--- src/rtl/bcd_counter_n_if.sv ---
// bcd_counter_n_if: control inputs and count outputs of one bcd_counter_n stage.
// Master drives enable/direction/load; slave is the counter itself.
interface bcd_counter_n_if #(
    parameter int DIGITS = 2
);
    logic                  iEn;
    logic                  iUp;
    logic                  iLoad;
    logic [4*DIGITS-1:0]   iLoadValue;
    logic [4*DIGITS-1:0]   oCount;
    logic                  oTc;
    logic                  oWrap;
    logic                  oLoadErr;

    modport master (
        output iEn, iUp, iLoad, iLoadValue,
        input  oCount, oTc, oWrap, oLoadErr
    );

    modport slave (
        input  iEn, iUp, iLoad, iLoadValue,
        output oCount, oTc, oWrap, oLoadErr
    );
endinterface

--- src/rtl/bcd_counter_n.sv ---
// bcd_counter_n: N-digit BCD up/down counter with checked parallel load and cascade terminal count.
// Latency: oCount/oWrap/oLoadErr one cycle after the sampling edge; oTc is combinational.
// Backpressure: none, one step per enabled cycle. BCD_SATURATE_EN selects saturation instead of wrap.
module bcd_counter_n #(
    parameter int                  DIGITS    = 2,
    parameter logic [4*DIGITS-1:0] RST_VALUE = '0
) (
    input  logic           iClk,
    input  logic           iRst,
    bcd_counter_n_if.slave bus
);
    logic [4*DIGITS-1:0] count;
    logic [4*DIGITS-1:0] stepped;
    logic                wrap;
    logic                load_err;
    logic                all_nine;
    logic                all_zero;
    logic                load_ok;
    logic                boundary;
    logic                chain;
    logic [3:0]          digit;

    always_comb begin
        all_nine = 1'b1;
        all_zero = 1'b1;
        load_ok  = 1'b1;
        for (int k = 0; k < DIGITS; k++) begin
            all_nine = all_nine & (count[4*k +: 4] == 4'd9);
            all_zero = all_zero & (count[4*k +: 4] == 4'd0);
            load_ok  = load_ok & (bus.iLoadValue[4*k +: 4] <= 4'd9);
        end
    end

    // Carry/borrow ripples digit by digit; each digit is modulo 10, never binary.
    always_comb begin
        chain   = 1'b1;
        digit   = 4'd0;
        stepped = count;
        for (int k = 0; k < DIGITS; k++) begin
            digit = count[4*k +: 4];
            if (chain) begin
                if (bus.iUp) begin
                    if (digit == 4'd9) begin
                        stepped[4*k +: 4] = 4'd0;
                    end else begin
                        stepped[4*k +: 4] = digit + 4'd1;
                        chain = 1'b0;
                    end
                end else begin
                    if (digit == 4'd0) begin
                        stepped[4*k +: 4] = 4'd9;
                    end else begin
                        stepped[4*k +: 4] = digit - 4'd1;
                        chain = 1'b0;
                    end
                end
            end
        end
    end

    assign boundary = bus.iUp ? all_nine : all_zero;

    always_ff @(posedge iClk) begin
        if (iRst) begin
            count    <= RST_VALUE;
            wrap     <= 1'b0;
            load_err <= 1'b0;
        end else begin
            wrap     <= 1'b0;
            load_err <= 1'b0;
            if (bus.iLoad) begin
                if (load_ok) begin
                    count <= bus.iLoadValue;
                end else begin
                    load_err <= 1'b1;
                end
            end else if (bus.iEn) begin
                if (boundary) begin
                    wrap <= 1'b1;
                end
`ifdef BCD_SATURATE_EN
                if (!boundary) begin
                    count <= stepped;
                end
`else
                count <= stepped;
`endif
            end
        end
    end

    assign bus.oCount   = count;
    assign bus.oTc      = bus.iEn & boundary;
    assign bus.oWrap    = wrap;
    assign bus.oLoadErr = load_err;
endmodule

--- src/flat_wrapper.sv ---
// flat-port wrapper written by rule: the top's interface ports become plain ports
module bcd_counter_n_flat 
#(
    parameter int                  DIGITS    = 2,
    parameter logic [4*DIGITS-1:0] RST_VALUE = '0
)
  (iClk, iRst, bus_iEn, bus_iUp, bus_iLoad, bus_iLoadValue, bus_oCount, bus_oTc, bus_oWrap, bus_oLoadErr);
  bcd_counter_n_if #(.DIGITS(DIGITS)) bus_i ();
  input  logic iClk;
  input  logic iRst;
  input wire logic [$bits(bus_i.iEn)-1:0] bus_iEn;
  input wire logic [$bits(bus_i.iUp)-1:0] bus_iUp;
  input wire logic [$bits(bus_i.iLoad)-1:0] bus_iLoad;
  input wire logic [$bits(bus_i.iLoadValue)-1:0] bus_iLoadValue;
  output wire logic [$bits(bus_i.oCount)-1:0] bus_oCount;
  output wire logic [$bits(bus_i.oTc)-1:0] bus_oTc;
  output wire logic [$bits(bus_i.oWrap)-1:0] bus_oWrap;
  output wire logic [$bits(bus_i.oLoadErr)-1:0] bus_oLoadErr;
  assign bus_i.iEn = bus_iEn;
  assign bus_i.iUp = bus_iUp;
  assign bus_i.iLoad = bus_iLoad;
  assign bus_i.iLoadValue = bus_iLoadValue;
  assign bus_oCount = bus_i.oCount;
  assign bus_oTc = bus_i.oTc;
  assign bus_oWrap = bus_i.oWrap;
  assign bus_oLoadErr = bus_i.oLoadErr;
  bcd_counter_n #(.DIGITS(DIGITS), .RST_VALUE(RST_VALUE)) u_core (.iClk(iClk), .iRst(iRst), .bus(bus_i));
endmodule
--- config.mk ---
export PLATFORM = sky130hd
export DESIGN_NAME = bcd_counter_n_flat
export DESIGN_NICKNAME = d
export VERILOG_FILES = /design/src/rtl/bcd_counter_n_if.sv /design/src/rtl/bcd_counter_n.sv /design/src/flat_wrapper.sv
export SDC_FILE = /design/constraint.sdc
export NUM_CORES = 1
export LEC_CHECK = 0
export ABC_CLOCK_PERIOD_IN_PS = 1600
export CORE_MARGIN = 3
export CORE_UTILIZATION = 28
export DETAILED_ROUTE_END_ITERATION = 10
export PLACE_DENSITY_LB_ADDON = 0.1
export SLEW_MARGIN = 20
export SYNTH_ARGS = -nofsm -noshare
export SYNTH_HDL_FRONTEND = slang
export SYNTH_SLANG_ARGS = --single-unit
export TNS_END_PERCENT = 50
--- constraint.sdc ---
create_clock -name iClk -period 1.6 [get_ports iClk]
set_input_delay 0.24 -clock iClk [delete_from_list [all_inputs] [get_ports iClk]]
set_output_delay 0.24 -clock iClk [all_outputs]
set_load 0.005 [all_outputs]
* After elaboration in Yosys (flattened, before gate mapping)
Index checks and enable logic that the tools add are counted.
** Operators by class
- Bitwise logic cells :: 6
- Add/subtract/negate cells :: 4
- Magnitude comparators :: 2
- Mux-type cells :: 16
- Equality and inequality tests :: 3
- Reductions and logical operators :: 8
** Operator list (count)
- $mux W4 :: 7
- $mux W8 :: 3
- $add A4 B1 Y4 const B :: 2
- $eq A4 B4 Y1 const B :: 2
- $le A4 B4 Y1 const B :: 2
- $logic_not A4 Y1 :: 2
- $sub A4 B1 Y4 const B :: 2
- $mux W1 :: 6
- $and A1 B1 Y1 :: 4
- $reduce_bool A2 Y1 :: 2
- $reduce_and A3 Y1 :: 1
- $reduce_or A3 Y1 :: 1
- $ne A2 B1 Y1 const B :: 1
- $not A1 Y1 :: 2
- $reduce_and A2 Y1 :: 1
- $reduce_or A2 Y1 :: 1
** Word-level totals
- Bits in registers :: 10
- Logic and storage cells :: 43
- Output and inout bits :: 11

* Logic depth before layout (Yosys ltp)
- Depth after elaboration :: 6
- Depth in mapped cells :: 5

* Worst setup path before layout
OpenSTA, ideal clock, no wires.
- Path kind :: register -> register
- From :: reg u_core.count[3] (netlist: u_core.bus.oCount[3])
- To :: reg u_core.count[7] (netlist: u_core.bus.oCount[7])
- Path slack :: -126 ps
- Arrival time :: 1611 ps
- Setup time :: 115 ps
- Period minus slack after synthesis :: 1726 ps
- Path buffers :: 1
- Cell stages (with the launch flop) :: 6
- Required time :: 1485 ps
- Cells stage by stage :: dfxtp_1 > buf_6 > or3_4 > a211o_1 > a221o_1 > o21a_1
** Between the ends
- Longest elaborated chain between the ends :: 5
- Elaborated cells between the ends (all ways) :: 7
- Those cells by class :: 1 x eq/ne; 3 x mux; 3 x reduce/logical
** RTL lines
- start, declared :: RTL line bcd_counter_n.sv:12 : logic [4*DIGITS-1:0] count;
- start signal, assigned :: RTL line bcd_counter_n.sv:73 : count <= bus.iLoadValue;
- start signal, assigned :: RTL line bcd_counter_n.sv:86 : count <= stepped;
- $eq A4 B4 Y1 / $logic_not A4 Y1 (equally long branches) :: RTL line bcd_counter_n.sv:43, bcd_counter_n.sv:50
- $mux W1, on equally long branches :: RTL line bcd_counter_n.sv:43, bcd_counter_n.sv:50
- $mux W1 (*) :: RTL line bcd_counter_n.sv:42 : if (bus.iUp) begin
- $reduce_bool A2 Y1 (no line) (*)
- $reduce_and A3 Y1 (no line) (*)
Mark *: on every way between the ends. The rest lies on a longest branch, timed or not.
A chain may end at the register's enable or synchronous reset.

* Worst setup path after layout
Ends and elaborated chain as after synthesis.

==> impl_metrics.yaml <==
outcome:
  status: "complete, but fails checks"
  violations: "setup timing"
global_routing:
  track_usage_pct: 16.1
  antenna_found_initial: 0
  grt_pass1_wl_um: 4550
  grt_overflow_total: 0
  grt_start_max_net_pins: 11
  grt_pass1_vias: 1002
cells_and_area:
  fillers: 284
  layout-drive-gt1-share_pct: 35.8
  finalNetCount: 176
  diodes: 0
  post-route-util_pct: 49.6
  areaGrowthSynthToFinish_pct: 63.3
clocking:
  cts_tree: "built"
  ctsHoldBuffers: 0
  insertion_delay_ps: 270
  cts_buffer_depth: 2
  numCtsBuffers: 3
  clk_pin_slew_ps: 80
  htreeDepth: 1
  cts-root-buf: "clkbuf_4"
  clock-sinks: 10
critical_path:
  start_kind: "flip-flop"
  r2r_end: "u_core.bus.oCount[7]"
  cp_data_arrival_time_ps: 1910
  r2r_cells: 5
  critical_path.max_fanout: 4
  critPathKind: "flip-flop to flip-flop"
  r2r_start: "u_core.bus.oCount[3]"
  rrSetupSlack_ps: -140
  startpoint: "u_core.bus.oCount[3]"
  crit_required_ps: 1770
  end_kind: "flip-flop"
  cp-endpoint: "u_core.bus.oCount[7]"
yosys:
  synth.distinct_cells: 49
  yosysSeqAreaShare_pct: 23.1
  netlist_instances: 110
  ys_warn_count: 0
  yosysTopAreaCell: "dfxtp_1"
  avgSynthCellArea_um2: 7.88
  syn_area_um2: 867
  async_flop_share_pct: 0
  synth_seq_cells: 10
  synth_area_leaders: "dfxtp_1, buf_6, o211ai_1"
  synth_edf_count: 0
  synth_top_area_share_pct: 23.1
  synth_top_flop_cell: "dfxtp_1"
  syn_nets: 123
place:
  portBuffers: 23
  place_ws_ps: -747
  place_congestion: 0.787
  hpwlAfterDp_um: 2100
floorplanning:
  die_y_um: 61.7
  fp-row-count: 19
  pin_count: 24
  dieArea_um2: 3800
  floorplan.initialDensity_pct: 30.4
  die_w_um: 61.7
  fp.coreArea_um2: 2850
pwr:
  p_total_mw: 0.951
  cellLeakagePower_nw: 0.582
  power.density_nw_per_um2: 672
  ir_worst_vdd_v: 0.000419
timing:
  skew_ps: 4.35
  finalHoldViolations: 0
  setup_viol: 4
  post-route-period-util_pct: 108
  finalWorstPathRequiredPeriod_ps: 1740
  rsz0062_at_grt: "true"
  slew_headroom_pct: 73.5
  maxSlewViolCount: 0
  setup_tns_ps: -367
  timing.final.ws_setup_ps: -136
  worst_pin_slew_ps: 388
  fmax_mhz: 576
routing:
  drc: 0
  drt-pass1-iter-count: 4
  postRouteAntennaNets: 0
  vias_per_cell: 5.40
  via_count: 1043
  wl_um: 2790
  drt-initial-drc-count: 59
  wl_per_cell_um: 14.5
flow_run:
  maxCapViolations: 0
min_path:
  hold_path_class: "input pin to flip-flop"
how the worst min path moves through the flow:
stage | start | to | cells after the start
after floorplan | bus_iLoadValue[0] | u_core.bus.oCount[0] | 2
after global placement | u_core.bus.oCount[6] | u_core.bus.oWrap | 2
after detailed placement | u_core.bus.oCount[6] | u_core.bus.oWrap | 2
after CTS | u_core.bus.oCount[0] | u_core.bus.oCount[0] | 2
after global routing | bus_iLoadValue[0] | u_core.bus.oCount[0] | 3
final | bus_iLoadValue[0] | u_core.bus.oCount[0] | 3
through the flow:
step	hold slack [ps]	area [um^2]	instances
floorplan	411	867	110
global placement	623	1280	184
detailed placement	620	1280	184
CTS	618	1350	190
global route	636	1420	193
finish	622	1420	193
layer usage:
layer / wire (um) / global-route usage (%)
met1: 1290 / 22.5
met2: 1360 / 25.4
met3: 139 / 2.73
met4: 0 / 4.55
met5: 0 / 0
report_power, final:
part / switching, mW / leakage (nW) / internal [mW]
combinational: 0.184 / 0.476 / 0.238
sequential: 0.0180 / 0.0848 / 0.273
clock: 0.0999 / 0.0210 / 0.138
total: 0.302 / 0.582 / 0.649
cell usage in the layout, fill, tap and decap left out, types with 2 or more instances in the layout:
| cell | instances |
|---|---|
| buf_4 | 31 |
| clkdlybuf4s50_1 | 19 |
| nand2_1 | 7 |
| nor2_1 | 6 |
| inv_1 | 6 |
| o21ai_0 | 5 |
| nand3_1 | 5 |
| buf_6 | 5 |
| dfxtp_2 | 5 |
| nor3_1 | 4 |
| o211ai_1 | 4 |
| a21oi_1 | 4 |
| dfxtp_1 | 4 |
| and3_1 | 3 |
| clkbuf_4 | 3 |
| dlygate4sd2_1 | 3 |
| nand4_1 | 2 |
| a221oi_1 | 2 |
| o21a_1 | 2 |
| nand2b_1 | 2 |
| a311oi_1 | 2 |
| a31oi_1 | 2 |
| a221o_1 | 2 |
| xnor2_1 | 2 |
| a311o_1 | 2 |
cell families after synthesis:
group / after synthesis / synth area share [%]
AO/OA/AOI/OAI: 39 / 34.5
XOR/XNOR: 3 / 3.03
buffers and inverters: 17 / 12.8
flip-flops: 10 / 23.1
AND/OR/NAND/NOR: 41 / 26.6
flip-flops by register name, summed over array words and instances (netlist names):
name	flops
u_core.bus.oCount	8
u_core.bus.oLoadErr	1
u_core.bus.oWrap	1
cell usage after synthesis, drive strengths merged, types with 2 or more instances:
library cell and number:
nand2b 2, nor4 2, or3b 2, a311o 2, inv 6, buf 6, nor2 6, a221o 2
nand3 5, and2 2, xnor2 2, clkbuf 4, o211ai 4, a31oi 2, nor3 4, a221oi 2
o21ai 6, and3 3, a311oi 2, nand4 2, a21oi 5, a2111oi 2, nand2 7, dfxtp 10
o21a 2
repair_timing:
action	CTS	global route
setup endpoints to repair	6	6
pin swaps	5	6
gates resized for setup	15	10
gates cloned	0	0
buffers inserted	2	3
worst max-delay path, stage by stage (launching register included):
cell and delay (ps):
dfxtp_2 330, buf_6 110, or3_4 380, a211o_4 350
a221o_1 300, o21a_1 160
cell type report:
| type | instances | area, um^2 | area share [%] |
|---|---|---|---|
| Timing Repair Buffer | 59 | 510 | 36.0 |
| Inverter | 6 | 22.5 | 1.59 |
| Clock buffer | 4 | 36.3 | 2.56 |
| Multi-Input combinational cell | 83 | 598 | 42.2 |
| Sequential cell | 10 | 210 | 14.8 |
| Tap cell | 31 | 38.8 | 2.74 |
Power figures use the tool's default switching activity.
